File: config.mk
export PLATFORM = sky130hd
export DESIGN_NAME = oam_dma
export DESIGN_NICKNAME = d
export VERILOG_FILES = /design/src/rtl/oam_dma.sv
export SDC_FILE = /design/constraint.sdc
export NUM_CORES = 1
export LEC_CHECK = 0
export ABC_CLOCK_PERIOD_IN_PS = 4100
export BUFFER_PORTS_ARGS = -buffer_cell sky130_fd_sc_hd__buf_2
export CAP_MARGIN = 20
export CORE_ASPECT_RATIO = 0.6
export CORE_MARGIN = 2
export CORE_UTILIZATION = 45
export CTS_CLUSTER_DIAMETER = 150
export CTS_CLUSTER_SIZE = 16
export DETAILED_ROUTE_END_ITERATION = 10
export PLACE_DENSITY = 0.74
export SLEW_MARGIN = 5
export SYNTH_ARGS = -nofsm -noshare
export SYNTH_HDL_FRONTEND = slang
export SYNTH_SLANG_ARGS = --single-unit
export TNS_END_PERCENT = 10
File: constraint.sdc
create_clock -name clockgb -period 4.1 [get_ports clockgb]
set_input_delay 0.41 -clock clockgb [delete_from_list [all_inputs] [get_ports clockgb]]
set_output_delay 0.41 -clock clockgb [all_outputs]
set_load 0.02 [all_outputs]
File: src/rtl/oam_dma.sv
// OAM DMA initiator: a CPU store to REG_ADDR latches a source page, then LENGTH
// bytes are copied from {page, 00..} to DEST_BASE.. using the DMA side of the bus.
module oam_dma #(
  parameter logic [15:0] REG_ADDR  = 16'hFF46,
  parameter logic [15:0] DEST_BASE = 16'hFE00,
  parameter int unsigned LENGTH    = 160
) (
  input  logic        clockgb,
  input  logic        resetn,
  input  logic [15:0] address,
  input  logic [7:0]  indata,
  output logic [7:0]  outdata,
  input  logic        load,
  input  logic        store,
  output logic [15:0] dma_address,
  input  logic [7:0]  dma_indata,
  output logic [7:0]  dma_outdata,
  output logic        dma_load,
  output logic        dma_store,
  output logic        dma_active
);

  typedef enum logic [2:0] {
    S_IDLE,
    S_START,
    S_RD,
    S_WAIT1,
    S_WAIT2,
    S_WR
  } state_t;

  localparam logic [7:0] LAST_IDX = 8'(LENGTH - 1);

  state_t      r_state;
  state_t      w_next;
  logic [7:0]  r_page;
  logic [7:0]  r_idx;
  logic [7:0]  r_data;
  logic [7:0]  r_outdata;
  logic [1:0]  r_dly;
  logic        w_reg_hit;
  logic        w_reg_wr;
  logic        w_reg_rd;
  logic [7:0]  w_src_page;

  assign w_reg_hit = (address == REG_ADDR);
  assign w_reg_wr  = store && w_reg_hit;
  assign w_reg_rd  = load && w_reg_hit;
  // Pages E0..FF alias the C0..DF work RAM through echo RAM.
  assign w_src_page = (r_page[7:5] == 3'b111) ? (r_page & 8'hDF) : r_page;
  assign outdata    = r_outdata;

  always_ff @(posedge clockgb or negedge resetn) begin
    if (!resetn) begin
      r_state <= S_IDLE;
    end else begin
      r_state <= w_next;
    end
  end

  always_ff @(posedge clockgb or negedge resetn) begin
    if (!resetn) begin
      r_page    <= 8'hFF;
      r_idx     <= '0;
      r_dly     <= '0;
      r_data    <= '0;
      r_outdata <= '0;
    end else begin
      r_outdata <= w_reg_rd ? r_page : '0;
      if (r_state == S_WAIT2) begin
        r_data <= dma_indata;
      end
      if (w_reg_wr) begin
        r_page <= indata;
        r_idx  <= '0;
        r_dly  <= '0;
      end else begin
        if (r_state == S_START) begin
          r_dly <= r_dly + 2'd1;
        end
        if (r_state == S_WR && r_idx != LAST_IDX) begin
          r_idx <= r_idx + 8'd1;
        end
      end
    end
  end

  always_comb begin
    w_next      = r_state;
    dma_active  = 1'b1;
    dma_load    = 1'b0;
    dma_store   = 1'b0;
    dma_address = '0;
    dma_outdata = '0;
    case (r_state)
      S_IDLE: begin
        dma_active = 1'b0;
      end
      S_START: begin
        if (r_dly == 2'd3) begin
          w_next = S_RD;
        end
      end
      S_RD: begin
        dma_load    = 1'b1;
        dma_address = {w_src_page, r_idx};
        w_next      = S_WAIT1;
      end
      S_WAIT1: begin
        w_next = S_WAIT2;
      end
      S_WAIT2: begin
        w_next = S_WR;
      end
      S_WR: begin
        // A restart in this cycle abandons the byte, so its store never appears.
        if (!w_reg_wr) begin
          dma_store   = 1'b1;
          dma_address = DEST_BASE + {8'h00, r_idx};
          dma_outdata = r_data;
        end
        w_next = (r_idx == LAST_IDX) ? S_IDLE : S_RD;
      end
      default: begin
        w_next = S_IDLE;
      end
    endcase
    if (w_reg_wr) begin
      w_next = S_START;
    end
  end

endmodule
# ---- Word-level counts from Yosys, hierarchy flattened
# Cells that the tools add are included.
dict set report totals {
  register_bits 37
  latch_bits 0
  mem_count 0
  inputBits 36
  output_inout_bits 35
  romBits 0
  ram_bits 0
}
dict set report classes {
  mul 0
  muxes 18
  shifts 0
  n_reduce_logical 7
  div_mod_pow 0
  eq_ne 12
  order_cmp 0
  n_bitwise 0
  add_sub_neg 3
}
# operator n
set op_table {}
lappend op_table {{two-way mux 8 bit} 5}
lappend op_table {{one-hot mux 16 bit (2 select lines)} 1}
lappend op_table {{one-hot mux 3 bit (6 select lines)} 1}
lappend op_table {{equality test 16 bit, second input constant} 1}
lappend op_table {{two-way mux 16 bit} 1}
lappend op_table {{adder 10 x 9 -> 11 bit, first input constant} 1}
lappend op_table {{equality test 3 bit, second input constant} 3}
lappend op_table {{adder 8 x 1 -> 8 bit, second input constant} 1}
lappend op_table {{equality test 8 bit, second input constant} 1}
lappend op_table {{inequality test 8 bit, second input constant} 1}
lappend op_table {{equality test 3 x 2 -> 1 bit, second input constant} 2}
lappend op_table {{two-way mux 2 bit} 3}
lappend op_table {{two-way mux 3 bit} 2}
lappend op_table {{two-way mux 6 bit} 1}
lappend op_table {{two-way mux 1 bit} 4}
lappend op_table {{nonzero test 2 bit} 2}
lappend op_table {{equality test 3 x 1 -> 1 bit, second input constant} 1}
lappend op_table {{logical AND 1 bit} 3}
lappend op_table {{zero test 3 bit} 1}
lappend op_table {{inequality test 3 x 2 -> 1 bit, second input constant} 1}
lappend op_table {{adder 2 x 1 -> 2 bit, second input constant} 1}
lappend op_table {{equality test 2 bit, second input constant} 1}
lappend op_table {{inequality test 2 bit, second input constant} 1}
lappend op_table {{AND reduction 2 bit} 1}

# ---- Logic depth before layout (Yosys ltp)
# Gate-level depths: netlist of run 1.
dict set report depth {
  ltp_word 4
  mapped_depth 6
}

# ---- Worst setup path after synthesis of run 1
# OpenSTA, ideal clock, no wires.
dict set report synth_path {
  path_type {input port to output port}
  startpoint {input port address[0]}
  endpoint {output port dma_address[5]}
  slack_ns 2.008
  arrival_time_ns 1.682
  stages 5
  n_path_buf 1
  path_cell_list {or4b_4 -> nor4_4 -> a31oi_4 -> buf_6 -> o21a_1}
}
dict set report synth_via {
  elab_chain_len 4
}
# item line
set synth_lines {}
lappend synth_lines {{start: declaration} 10} ;# input logic [15:0] address,
lappend synth_lines {{equality test 16 bit} 46} ;# assign w_reg_hit = (address == REG_ADDR);
lappend synth_lines {{logical AND 1 bit} 47} ;# assign w_reg_wr = store && w_reg_hit;
lappend synth_lines {{two-way mux 16 bit} 117} ;# if (!w_reg_wr) begin
lappend synth_lines {{one-hot mux 16 bit (2 select lines)} 95} ;# case (r_state)
lappend synth_lines {{end: declaration} 15} ;# output logic [15:0] dma_address,
# Every way passes these cells.

# ---- Final worst setup path of run 1
dict set report layout_path {
  startpoint {register r_state[1]}
  endpoint {output port dma_outdata[4]}
}
dict set report layout_via {
  elab_chain_len 2
}
# item line
set layout_lines {}
lappend layout_lines {{start: declaration} 34} ;# state_t r_state;
lappend layout_lines {{start signal: assignment} 57} ;# r_state <= w_next;
lappend layout_lines {{equality test 3 bit} 95}
lappend layout_lines {{two-way mux 8 bit} 95}
lappend layout_lines {{end: declaration} 17} ;# output logic [7:0] dma_outdata,
# Every way passes these cells.

==> results.ini, run 1 <==
[run]
maxCapViolCount=0

[floorplan]
fp.dieW_um=87.12
boundaryPins=71
core_um2=4054
start_util_pct=46.02
placementRows=18
dieArea_um2=4694
die_y_um=53.88

[yosys]
synthesis.area_um2=1866
synth_warnings=0
synth_edf_count=0
syn_area_per_cell_um2=11.59
yosysUniqueCellTypes=37
synth_seq_cells=37
synthCells=161
synthFlopType=dfrtp_1
async_flop_share_pct=100.0
synth_fp_nets=199
ys_seq_area_share_pct=50.17

[sta]
fmax_mhz=397.9
slew_violations=0
rsz0062_at_grt=no
setup-violations-final=0
setup_tns_ps=0
final.period_utilization_pct=61.30
clock_skew_ps=1.728
period_minus_slack_ps=2513
worst_pin_slew_ps=832.7
hold_viol=0
relSlewSlack_pct=44.49

[critical_path]
critPathCaptureType=output port
regToRegStartpoint=r_idx[0]$_DFFE_PN0P_
crit_path_cell_trace=nand3b_1, a31oi_4, and2_1, buf_2
crit_type=register to output port
crit_path_end=dma_outdata[4]
path_max_fanout=24
reg2reg_to=r_idx[1]$_DFFE_PN0P_
reg2regPathDepth=5
worstSetupPathDepth=4
path_buf_inv=1
startpoint=r_state[1]$_DFFE_PN0P_
critPathRequiredTime_ps=3690
slowest_delay_ps=620
cpMaxStageDelayCell=a31oi_4
arrival_ps=2100
r2r_setup_slack_ps=2280
worstSetupStartpointType=register
path_delay_family=compound AO/OA/AOI/OAI gates

[clocking]
cts_max_level=2
tritoncts=done
clk_pin_slew_worst_paths_ps=70
cts_max_path_buffers=2
root_buffer=clkbuf_8
cts_resized=0
postCtsHoldBufs=0
cts_num_sinks=37
cts_inserted_buffers=5
clk_latency_ps=290
postCtsSetupBuffers=0

[drt]
via_count=1445
ant_nets=0
wl_per_cell_um=13.78
viasPerCell=5.124
post-route-drc-count=0
dr.pass1.iters=4
drtIter0Drc=53
wirelength_um=3886

[cells_and_area]
final_util_pct=57.47
antenna_cells=0
drive_gt1_share_pct=46.12
fin_nets=269
area_delta_synth_final_pct=24.88

[global_route]
antenna_found_initial=0
grt_overflow=0
grt_pass1_wl_um=6313
grt_max_degree=38
grt_pass1_vias=1348
track_usage_pct=18.24

[hold_path]
hp-class=input port to async pin

[pwr]
vdd_ir_drop_max_v=0.0002463
p_leak_nw=1.205
power_density_nw_per_um2=587.5

[placement]
hpwl_um=2779
port_buffers=70
routabilityCongestion=0.7870

[status]
status=finished, final reports clean

routing by layer:
layer / up-vias / part of all wire [%] / GRT usage (%)
met5: - / 0 / 0
met3: 6 / 7.8 / 6.442
met4: 0 / 1.2 / 7.949
met1: 680 / 49 / 24.18
li1: 714 / - / -
met2: 45 / 42 / 27.35
flip-flops by register name, indices dropped and copies added (netlist names):
| name | cells |
|---|---|
| r_idx | 8 |
| r_data | 8 |
| outdata | 8 |
| r_dly | 2 |
| r_page | 8 |
| r_state | 3 |
power breakdown:
group / internal, mW / switching, mW
sequential: 0.466 / 0.103
combinational: 0.251 / 0.290
clock: 0.137 / 0.123
total: 0.854 / 0.515
synth_stat cells (4+ instances only):
| cell type | count | area, um2 |
|---|---|---|
| nor2_1 | 11 | 41.29 |
| nand2_1 | 4 | 15.01 |
| and2_1 | 17 | 106.4 |
| buf_2 | 4 | 20.02 |
| o21a_1 | 8 | 60.06 |
| mux2_2 | 16 | 180.2 |
| dfrtp_1 | 29 | 725.7 |
| a21oi_1 | 6 | 30.03 |
| xnor2_1 | 5 | 43.79 |
| dfstp_2 | 8 | 210.2 |
| a21o_1 | 6 | 45.04 |
cell usage in the layout, fill, tap and decap left out, drive strengths merged, types with 4 or more instances in the layout:
cell type | Yosys | routed
dfrtp | 29 | 29
buf | 6 | 72
a21o | 6 | 6
and2 | 17 | 17
clkbuf | 3 | 8
xnor2 | 5 | 5
mux2 | 16 | 16
dfstp | 8 | 8
nand2 | 4 | 4
a21oi | 6 | 6
o21a | 8 | 8
nor2 | 11 | 11
metrics by stage:
| step | cell area [um2] | hold WS (ps) | worst slack, ps | std cells | power, mW |
|---|---|---|---|---|---|
| floorplan | 1866 | 114.4 | 2008 | 161 | 0.9621 |
| global placement | 2232 | 495.2 | 1715 | 273 | 1.093 |
| detailed placement | 2232 | 491.2 | 1683 | 273 | 1.107 |
| CTS | 2322 | 233.6 | 1406 | 281 | 1.372 |
| global route | 2330 | 264.6 | 1415 | 282 | 1.476 |
| finish | 2330 | 201.1 | 1587 | 282 | 1.369 |
final cells by class:
type                    count  area [um2]
clock buffers               8       90.09
repair buffers             72       365.4
multi-input cells         114       872.1
inverters                   1       3.754
flip-flops and latches     37       935.9
well taps                  50       62.56
fillers                   355        1724
cells by family (layout without fill, tap and decap cells):
logic type	Yosys count	in the layout	share of synthesized area [%]
compound gates	27	27	11.00
xor+xnor	5	5	2.347
fa+ha+maj	2	2	1.341
buf+inv	10	81	3.085
flops	37	37	50.17
mux	19	19	11.27
simple gates	61	61	20.79
worst min-delay path by stage:
stage | to | slack (ps)
floorplan | outdata[0]$_DFF_PN0_ | 110
global placement | r_data[0]$_DFFE_PN0P_ | 500
detailed placement | r_data[5]$_DFFE_PN0P_ | 490
CTS | r_data[7]$_DFFE_PN0P_ | 230
global route | r_data[7]$_DFFE_PN0P_ | 260
finish | r_data[7]$_DFFE_PN0P_ | 200
No activity file was read; power rests on OpenSTA's default activity.
==> inputs of run 2 (changes only) <==
--- a/config.mk
+++ b/config.mk
@@ -5,16 +5,16 @@
 export SDC_FILE = /design/constraint.sdc
 export NUM_CORES = 1
 export LEC_CHECK = 0
-export ABC_CLOCK_PERIOD_IN_PS = 4100
+export ABC_CLOCK_PERIOD_IN_PS = 2000
 export BUFFER_PORTS_ARGS = -buffer_cell sky130_fd_sc_hd__buf_2
 export CAP_MARGIN = 20
 export CORE_ASPECT_RATIO = 0.6
 export CORE_MARGIN = 2
-export CORE_UTILIZATION = 45
+export CORE_UTILIZATION = 44
 export CTS_CLUSTER_DIAMETER = 150
 export CTS_CLUSTER_SIZE = 16
 export DETAILED_ROUTE_END_ITERATION = 10
-export PLACE_DENSITY = 0.74
+export PLACE_DENSITY = 0.76
 export SLEW_MARGIN = 5
 export SYNTH_ARGS = -nofsm -noshare
 export SYNTH_HDL_FRONTEND = slang
==> constraint.sdc (replaced) <==
create_clock -name clockgb -period 2 [get_ports clockgb]
set_input_delay 0.2 -clock clockgb [delete_from_list [all_inputs] [get_ports clockgb]]
set_output_delay 0.2 -clock clockgb [all_outputs]
set_load 0.02 [all_outputs]
==> run 2 against run 1 <==
  * Wire length increased by 3.0%
  * Register-to-register slack worse by 2000 ps
  * First-iteration DRC count is 17% lower
  * Clock power grew 87%
  * Via count increased by 0.97%
  * Total power up 110%
  * Combinational power up 120%
  * Sequential share of layout area decreased by 1.2 points
  * Core utilization increased by 1.0 points
  * Hold slack worse by 200 ps
  * Sequential power rose by 100%
  * Critical path type unchanged
  * Clock-buffer cell count shrank 2
==> results.ini, run 2 (synthesis gave the netlist of run 1 again) <==
[cells_and_area]
fin_nets=275  ; +2.2%
layout_common_cells=70 x buf_2, 29 x dfrtp_1, 17 x and2_1
area_delta_synth_final_pct=28.57
layout_commonest_cell=buf_2
antenna_cells=0  ; unchanged
drive_gt1_share_pct=48.32  ; +2.2 points
final_util_pct=58.52  ; +1.0 points

[global_route]
grt_max_degree=38  ; unchanged
grt_pass1_wl_um=6430  ; +1.9%
track_usage_pct=18.25  ; about the same
grt_pass1_vias=1360  ; +0.89%
grt_overflow=0  ; unchanged
antenna_found_initial=0  ; unchanged

[clocking]
cts_max_level=2  ; unchanged
clk_pin_slew_worst_paths_ps=70  ; about the same
cts_num_sinks=37  ; unchanged
clk_latency_ps=280  ; about the same
cts_inserted_buffers=5  ; unchanged
root_buffer=clkbuf_8
cts_max_path_buffers=2  ; unchanged
tritoncts=done

[placement]
routabilityCongestion=0.8488  ; +7.9%
hpwl_um=2977  ; +7.1%
port_buffers=70  ; unchanged

[floorplan]
fp.dieW_um=88.06  ; +1.1%
die_y_um=54.44  ; +1.0%
boundaryPins=71  ; unchanged
core_um2=4099  ; +1.1%
placementRows=18  ; unchanged
start_util_pct=45.51  ; -0.51 points
dieArea_um2=4794  ; +2.1%

[sta]
fmax_mhz=526.6
setup-violations-final=0  ; unchanged
slew_violations=0  ; unchanged
period_minus_slack_ps=1899
setup_tns_ps=0  ; unchanged
hold_viol=0  ; unchanged
clock_skew_ps=4.050  ; +2.323 ps
relSlewSlack_pct=47.05  ; +2.6 points
final.period_utilization_pct=94.95
worst_pin_slew_ps=794.2  ; -38.44 ps
rsz0062_at_grt=no

[critical_path]
path_max_fanout=10  ; -58%
crit_type=register to output port
worstSetupStartpointType=register
critPathRequiredTime_ps=1800  ; -1890 ps
arrival_ps=1700  ; -400 ps
critPathCaptureType=output port

[run]
maxCapViolCount=0  ; unchanged

[drt]
via_count=1459  ; +0.97%
wirelength_um=4004  ; +3.0%
wl_per_cell_um=13.44  ; -2.5%
post-route-drc-count=0  ; unchanged
drtIter0Drc=44  ; -17%
dr.pass1.iters=4  ; unchanged
viasPerCell=4.896  ; -4.5%
ant_nets=0  ; unchanged

[pwr]
power_density_nw_per_um2=1174  ; +100%
p_leak_nw=1.239  ; +2.8%
finalPower_mw=2.816  ; +110%
vdd_ir_drop_max_v=0.0005364  ; +120%

[status]
status=finished, final reports clean

[hold_path]
hp-class=input port to async pin

==> run 2: metal layers <==
layer	wire [um]	global-route usage [%]
met5	0	0
met4	16	6.818
met3	260	5.279
met2	1679	26.14
met1	2048	26.33
==> run 2: what timing repair did <==
| item | in CTS | in global routing |
|---|---|---|
| setup buffers | 0 | 1 |
| setup endpoints to repair | 0 | 24 |
| hold buffers | 0 | 0 |
| resized for setup | 0 | 1 |
==> run 2: layout make-up <==
cell class              instances  area (um2)
clock buffers                   6       72.57
fillers                       380        1700
flip-flops and latches         37       935.9
clock inverters                 2       10.01
inverters                       1       3.754
multi-input cells             114       878.3
repair buffers                 78       422.9
well taps                      60       75.07
==> run 2: worst max-delay path: stages (launching register included) <==
cell and delay (ps):
dfrtp_1 490, nand3b_1 220, a31oi_4 240, buf_4 200, o21a_1 110, buf_2 160
==> run 2: power by group <==
| group | internal (mW) | leakage [nW] | switching, mW |
|---|---|---|---|
| logic | 0.554 | 0.758 | 0.614 |
| clock network | 0.241 | 0.0450 | 0.244 |
| registers | 0.954 | 0.436 | 0.208 |
| total | 1.75 | 1.24 | 1.07 |
==> run 2: stage by stage <==
stage | cell area, um2 | hold WS (ps) | std cells | worst slack [ps]
finish | 2399 | 5.523 | 298 | 100.9
global placement | 2302 | 344.0 | 289 | 112.3
detailed placement | 2302 | 330.6 | 289 | 93.47
global route | 2399 | 85.57 | 298 | 9.751
floorplan | 1866 | -95.59 | 161 | 328.5
CTS | 2385 | 29.71 | 297 | 5.063
==> run 2: final timing paths <==
path,start,cells after the start,slack (ps),endpoint
setup / recovery,r_state[0]$_DFFE_PN0P_,5,100,dma_address[0]
hold / removal,resetn,1,6,r_data[2]$_DFFE_PN0P_
hold reg to reg,r_data[3]$_DFFE_PN0P_,1,500,r_data[3]$_DFFE_PN0P_
min in group clockgb,indata[6],2,150,r_page[6]$_DFFE_PN1P_
max in group asynchronous,resetn,1,1490,r_dly[0]$_DFFE_PN0P_
setup reg to reg,r_idx[0]$_DFFE_PN0P_,5,290,r_idx[1]$_DFFE_PN0P_
